[src/rtl/pixel_assembler.sv]
// pixel_assembler: shifts decoded bits into GRB pixel words, queues them with frame index, flags frame boundaries.
module pixel_assembler #(
  parameter int BITS_PER_PIXEL = 24,
  parameter int FIFO_DEPTH     = 4,
  parameter int INDEX_WIDTH    = 10
) (
  input  logic                      i_clk,
  input  logic                      i_reset,
  input  logic                      i_decode_bit,
  input  logic                      i_shift_en,
  input  logic                      i_treset,
  output logic [BITS_PER_PIXEL-1:0] o_pixel_data,
  output logic [INDEX_WIDTH-1:0]    o_pixel_index,
  output logic                      o_pixel_valid,
  input  logic                      i_pixel_ready,
  output logic                      o_frame_end,
  output logic                      o_frame_err,
  output logic                      o_overflow
);
  localparam int AW = $clog2(FIFO_DEPTH);
  localparam int CW = $clog2(BITS_PER_PIXEL);
  localparam int EW = BITS_PER_PIXEL + INDEX_WIDTH;
  logic [BITS_PER_PIXEL-1:0] shift_q, word;
  logic [CW-1:0]             bit_cnt;
  logic [INDEX_WIDTH-1:0]    pix_idx;
  logic                      treset_q, tr_edge, cap, complete, full, pop, push, head_ok;
  logic [AW:0]               wr_ptr, rd_ptr, rd_next;
  logic [EW-1:0]             mem [FIFO_DEPTH];
  assign tr_edge  = i_treset & ~treset_q;
  assign cap      = i_shift_en & ~tr_edge;
  assign complete = cap & (bit_cnt == CW'(BITS_PER_PIXEL - 1));
  assign word     = {shift_q[BITS_PER_PIXEL-2:0], i_decode_bit};
  assign pop      = o_pixel_valid & i_pixel_ready;
  assign full     = (wr_ptr - rd_ptr) == (AW+1)'(FIFO_DEPTH);
  assign push     = complete & (~full | pop);
  assign rd_next  = rd_ptr + {{AW{1'b0}}, pop};
  // Head becomes visible only once written on an earlier edge, giving the registered one-cycle latency.
  assign head_ok  = rd_next != wr_ptr;
  always_ff @(posedge i_clk) begin
    if (push) mem[wr_ptr[AW-1:0]] <= {pix_idx, word};
  end
  always_ff @(posedge i_clk) begin
    if (i_reset) begin
      shift_q       <= '0;
      bit_cnt       <= '0;
      pix_idx       <= '0;
      treset_q      <= 1'b0;
      wr_ptr        <= '0;
      rd_ptr        <= '0;
      o_pixel_valid <= 1'b0;
      o_pixel_data  <= '0;
      o_pixel_index <= '0;
      o_frame_end   <= 1'b0;
      o_frame_err   <= 1'b0;
      o_overflow    <= 1'b0;
    end else begin
      treset_q    <= i_treset;
      o_frame_end <= tr_edge;
      o_frame_err <= tr_edge & (bit_cnt != '0);
      if (tr_edge) begin
        shift_q <= '0;
        bit_cnt <= '0;
        pix_idx <= '0;
      end else if (cap) begin
        shift_q <= word;
        bit_cnt <= complete ? '0 : bit_cnt + 1'b1;
        if (complete) pix_idx <= (pix_idx == '1) ? pix_idx : pix_idx + 1'b1;
      end
      if (push) wr_ptr <= wr_ptr + 1'b1;
      rd_ptr <= rd_next;
      if (complete & full & ~pop) o_overflow <= 1'b1;
      o_pixel_valid <= head_ok;
      {o_pixel_index, o_pixel_data} <= head_ok ? mem[rd_next[AW-1:0]] : '0;
    end
  end
endmodule

[config.mk]
export PLATFORM = sky130hd
export DESIGN_NAME = pixel_assembler
export DESIGN_NICKNAME = d
export VERILOG_FILES = /design/src/rtl/pixel_assembler.sv
export SDC_FILE = /design/constraint.sdc
export NUM_CORES = 1
export LEC_CHECK = 0
export CAP_MARGIN = 10
export CORE_MARGIN = 2
export CORE_UTILIZATION = 60
export CTS_CLUSTER_DIAMETER = 150
export DETAILED_ROUTE_END_ITERATION = 6
export PLACE_DENSITY = 0.86
export SYNTH_ARGS = -nofsm -noshare
export SYNTH_HDL_FRONTEND = slang
export SYNTH_SLANG_ARGS = --single-unit
[constraint.sdc]
create_clock -name i_clk -period 5 [get_ports i_clk]
set_input_delay 1 -clock i_clk [delete_from_list [all_inputs] [get_ports i_clk]]
set_output_delay 1 -clock i_clk [all_outputs]
set_load 0.05 [all_outputs]
==> impl_metrics.toml, run 1 <==
[clock_network]
ctsRootBufferMaster = "clkbuf_16"
htree_num_levels = 1
clock_latency_ns = 0.49
cts_setup_buffers = 0
numCtsBuffers = 22
clockBufferDepth = 3
cts_tree = "yes"
clk_pin_slew_ns = 0.06
cts_resized = 0
clock-sinks = 219
cts_hold_buf = 0

[power_and_ir_drop]
p_seq_share_pct = 53.4
p_leak_nw = 3.10
swShare_pct = 19.0
vdd_ir_drop_max_mv = 0.296
switching_power_mw = 0.691
p_comb_share_pct = 1.3
p_int_mw = 2.95
clock_power_share_pct = 45.3
power_density_mw_per_mm2 = 389

[place]
placed_cells = 673
io_buffer_count = 43
hpwl_um = 8210
globalplace.congestion = 0.846
dpl_worst_slack_ns = 1.52

[floorplanning]
die_h_um = 119
start_util_pct = 60.9
coreArea_mm2 = 0.0131
die_w_um = 119
num_rows = 42
io_pins = 44
dieArea_mm2 = 0.0143

[finish]
synthToLayoutAreaGrowth_pct = 17.0
stdcell_count = 713
drive_gt1_share_pct = 20.7
finalNetCount = 538
antennaDiodeCount = 0
final_core_util_pct = 71.2
fill_cells = 776

[routing]
drc = 0
wire_per_inst_um = 20.5
first_iter_violations = 408
antenna_left = 0
finalWirelength_um = 14600
vias_per_cell = 5.93
vias = 4226
first_pass_iters = 5

[sta]
fin_crit_ns = 3.03
tightest_slew_ns = 1.13
relSlewSlack_pct = 24.5
timing.fmax_ghz = 0.330
finalWorstSetupSlack_ns = 1.97
clock_skew_ns = 0.0122
drv_slew = 0
rsz0062_at_grt = "false"
hold_viol_final = 0
finalSetupTns_ns = 0
fin_crit_sh_pct = 60.5
setup_viol = 0

[setup_path]
worst-path-buf-inv = 2
path_max_fanout = 27
max_stage_delay_ns = 0.58
worstPathCellList = "clkdlybuf4s50_1, and2_1, ha_2, ha_1, buf_4, mux4_2, nor2b_1"
ff2ff_path_depth = 7
cp.required_ns = 5.36
crit_path_end_kind = "flip-flop"
critPathLaunchType = "input port"
crit_arrival_ns = 3.38
worst_path_dominant_cell_family = "buffers and inverters"
critPathKind = "in2reg"
worstSetupPathDepth = 7
cpMaxStageDelayCell = "ha_1"

[synth]
synth_top_cell_area_share_pct = 51.1
netlist_instances = 471
synth.largest_area_cell = "edfxtp_1"
netlist_top_cells_area = "edfxtp_1 (51%), dfxtp_1 (21%), mux4_2 (9.6%)"
yosysMostFrequentCell = "edfxtp_1"
synth_top_flop_cell = "edfxtp_1"
synthTopCellsByCount = "edfxtp_1 (136), dfxtp_1 (83), nor2b_1 (41), mux4_2 (34), o221a_2 (24)"
synth_edf_count = 136
async_flop_share_pct = 0
postSynthAreaPerCell_um2 = 17.0
ys_seq_area_share_pct = 71.8
synth-seq-cells = 219
syn_area_mm2 = 0.00800
synthesis.nets = 488
ys_types = 48
ys_warn_count = 0

[run_status]
status = "complete, no violations"

[grt]
first_global_vias = 4367
overflow = 0
antenna_found_initial = 0
grtUsageTotal_pct = 21.0
grt_pass1_wl_um = 23100
grt_max_degree = 36

[min_path]
min_path_type = "reg2reg"
hold_path_depth = 2

[run]
max-cap-violations = 0
## flip-flops by register name, indices dropped and copies added (netlist names)
register       count
treset_q           1
bit_cnt            5
pix_idx           10
o_pixel_index     10
shift_q           23
rd_ptr             3
wr_ptr             3
o_frame_err        1
o_pixel_valid      1
o_frame_end        1
mem              136
o_overflow         1
o_pixel_data      24
## worst paths after layout
| kind | startpoint | endpoint | slack, ns |
|---|---|---|---|
| setup reg to reg | wr_ptr[0] | mem[0][6] | 2.33 |
| hold reg to reg | o_overflow | o_overflow | 0.45 |
| setup / recovery | i_pixel_ready | o_pixel_data[21] | 1.97 |
| hold / removal | o_overflow | o_overflow | 0.45 |
## power by group through the flow
stage	Clock [mW]	Combinational [mW]	Sequential (mW)
3_3_place_gp	0	0.0450	1.98
3_5_place_dp	0	0.0463	1.98
6_report	1.65	0.0469	1.94
4_1_cts	1.68	0.0471	1.94
5_1_grt	1.74	0.0507	1.94
2_1_floorplan	0	0.0316	1.98
## cell families after synthesis
| group | count (synthesis) | synth area share, % |
|---|---|---|
| flops | 219 | 71.8 |
| simple gates | 109 | 8.14 |
| compound gates | 50 | 5.54 |
| buf+inv | 37 | 1.94 |
| mux | 37 | 9.95 |
| fa+ha+maj | 11 | 1.72 |
| xor+xnor | 8 | 0.876 |
## cells in the final DEF (no fill, tap or decap), types with 5 or more instances in the layout
master and count:
ha_1 10, edfxtp_1 136, nand2_1 11, a21oi_1 8, o21ai_0 5, inv_1 10, nor4_1 5, clkbuf_16 23
nor3_1 8, nor2_1 8, buf_4 10, mux4_2 34, o221a_2 24, and2_1 5, or3_1 6, dfxtp_1 83
nor2b_1 41, clkdlybuf4s50_1 43, xnor2_1 7
## routing by layer
| layer | up-vias | part of all wire, % | track usage, % |
|---|---|---|---|
| met4 | 0 | 1.8 | 7.06 |
| met1 | 2123 | 41 | 28.2 |
| met5 | - | 0 | 0 |
| li1 | 1918 | - | - |
| met2 | 159 | 52 | 35.6 |
| met3 | 26 | 5.6 | 3.30 |
## worst register-to-register path, delay by kind of cell, from the launching register on
kind	cells	cell delay (ns)
compound gates	1	0.26
xor+xnor	1	0.48
fa+ha+maj	1	0.21
buf+inv	2	0.60
flops	1	0.46
simple gates	2	0.27
## final cells by class
cell class | count | area [µm²] | area share, %
Clock buffer | 31 | 646 | 6.90
Sequential cell | 219 | 5750 | 61.4
Timing Repair Buffer | 53 | 505 | 5.40
Inverter | 10 | 37.5 | 0.401
Tap cell | 176 | 220 | 2.35
Multi-Input combinational cell | 215 | 2100 | 22.5
Clock inverter | 9 | 100 | 1.07
## metrics by stage
step | total power, mW | hold WS, ns | instance area, µm²
final | 3.64 | 0.447 | 9360
after global routing | 3.74 | 0.485 | 9360
after global placement | 2.02 | 0.422 | 8610
after detailed placement | 2.03 | 0.425 | 8610
after floorplan | 2.01 | 0.404 | 8000
after CTS | 3.67 | 0.452 | 9360
Note: power is estimated with default switching activity, not from simulation.
==> run 2: changes to the inputs <==
- CORE_UTILIZATION: 60 -> 59
- PLACE_DENSITY: 0.86 -> 0.85
- clock period: 5 -> 2.9 ns (I/O delays scaled with it)
==> run 2 against run 1 <==
Against the previous run:
- final cell count increased by 1.3%
- worst setup slack worse by 1.4 ns
- critical path depth did not move
- die area increased by 1.6%
- critical endpoint is now mem[2][20]
- sequential power grew 73%
- worst hold slack better by 0.0095 ns
- critical path type is now reg2reg
- global-route usage rose by 1.2 points
- register-to-register slack got worse by 1.8 ns
- largest cell class unchanged
- non-clock buffer count rose by 11
==> impl_metrics.toml, run 2 (synthesis gave the netlist of run 1 again) <==
[sta]
finalSetupTns_ns = 0
fin_crit_ns = 2.34
clock_skew_ns = 0.0161
tightest_slew_ns = 0.640
relSlewSlack_pct = 57.0
drv_slew = 0
hold_ws_ns = 0.457
finalWorstSetupSlack_ns = 0.556
fin_crit_sh_pct = 80.8
rsz0062_at_grt = "false"
hold_viol_final = 0
setup_viol = 0
timing.fmax_ghz = 0.427

[setup_path]
cp.required_ns = 3.10
cpMaxStageDelayCell = "xnor2_1"
critPathKind = "reg2reg"
worstPathCellList = "inv_1, ha_1, nor2b_1, xnor2_1, o31a_1, and2_1, buf_12"
path_max_fanout = 17
crit_path_end_kind = "flip-flop"
ff2ff_path_depth = 7
critPathLaunchType = "flip-flop"
max_stage_delay_ns = 0.52
crit_arrival_ns = 2.55

[place]
globalplace.congestion = 0.808
hpwl_um = 8800
dpl_worst_slack_ns = 0.214
io_buffer_count = 43

[floorplanning]
coreArea_mm2 = 0.0132
dieArea_mm2 = 0.0145
start_util_pct = 60.4
die_w_um = 120
die_h_um = 120
num_rows = 42
io_pins = 44

[clock_network]
htree_num_levels = 1
cts_hold_buf = 0
cts_setup_buffers = 0
cts_resized = 0
clock-sinks = 219
clk_pin_slew_ns = 0.06
clockBufferDepth = 3
ctsRootBufferMaster = "clkbuf_16"
clock_latency_ns = 0.50
numCtsBuffers = 21
cts_tree = "yes"

[run_status]
status = "complete, no violations"

[finish]
synthToLayoutAreaGrowth_pct = 18.6
drive_gt1_share_pct = 21.6
fill_cells = 792
antennaDiodeCount = 0
most-common-layout-cells = "edfxtp_1 (136), dfxtp_1 (83), clkdlybuf4s50_1 (43), nor2b_1 (41), mux4_2 (34)"
finalNetCount = 548
layout.cells.most_common = "edfxtp_1"
largest_register_ffs = 136

[routing]
first_iter_violations = 413
drc = 0
wire_per_inst_um = 21.3
vias_per_cell = 6.03
vias = 4355
finalWirelength_um = 15400
antenna_left = 0
first_pass_iters = 5

[grt]
grtUsageTotal_pct = 22.2
grt_max_degree = 35
overflow = 0
first_global_vias = 4421
grt_pass1_wl_um = 24500
antenna_found_initial = 0

[power_and_ir_drop]
power_density_mw_per_mm2 = 645
vdd_ir_drop_max_mv = 0.486
p_leak_nw = 3.15

[min_path]
hold_path_depth = 1
min_path_type = "reg2reg"

[run]
max-cap-violations = 0
-- run 2: cell types whose count changed in the layout (fill, tap and decap cells not counted), sizes merged --
cell and change:
buf +11, clkbuf -4, clkinv +1, clkinvlp +1
-- run 2: through the flow --
stage | instances | total power [mW] | utilization (%) | cell area [µm²]
after floorplan | 471 | 3.46 | - | 8000
after global placement | 684 | 3.49 | 66.5 | 8810
after detailed placement | 684 | 3.50 | 66.5 | 8810
after CTS | 722 | 6.15 | 71.6 | 9490
after global routing | 722 | 6.30 | 71.6 | 9490
final | 722 | 6.12 | 71.6 | 9490
-- run 2: critical path, delay by kind of cell, from the launching register on --
| family | cells | cell delay (ns) |
|---|---|---|
| AO/OA/AOI/OAI | 1 | 0.28 |
| XOR/XNOR | 1 | 0.52 |
| adder cells (fa/ha/maj) | 1 | 0.20 |
| buffers and inverters | 2 | 0.31 |
| flip-flops | 1 | 0.33 |
| AND/OR/NAND/NOR | 2 | 0.40 |
-- run 2: layer usage --
metal | wire [µm] | GRT usage, % | part of all wire [%] | vias to the layer above
li1 | - | - | - | 1950
met2 | 7900 | 37.9 | 51 | 191
met1 | 5890 | 29.1 | 38 | 2179
met5 | 0 | 0 | 0 | -
met4 | 433 | 8.21 | 2.8 | 0
met3 | 1160 | 3.58 | 7.5 | 35
-- run 2: cell type report --
type	instances	area [µm²]	share of cell area, %
flip-flops and latches	219	5750	60.6
clock buffers	27	568	5.99
clock inverters	11	110	1.16
repair buffers	64	701	7.39
multi-input cells	215	2100	22.2
well taps	176	220	2.32
inverters	10	37.5	0.396
-- run 2: path summary, 6_finish.rpt --
path | startpoint | end | slack [ns]
max | wr_ptr[0] | mem[2][20] | 0.56
min | treset_q | o_frame_end | 0.46
max reg2reg | wr_ptr[0] | mem[2][20] | 0.56
min reg2reg | treset_q | o_frame_end | 0.46
-- run 2: where the power goes --
part / switching, mW / leakage [nW] / internal (mW)
Sequential: 0.0328 / 1.89 / 3.32
Combinational: 0.0500 / 0.937 / 0.0373
Clock: 1.12 / 0.327 / 1.57
Total: 1.20 / 3.15 / 4.92
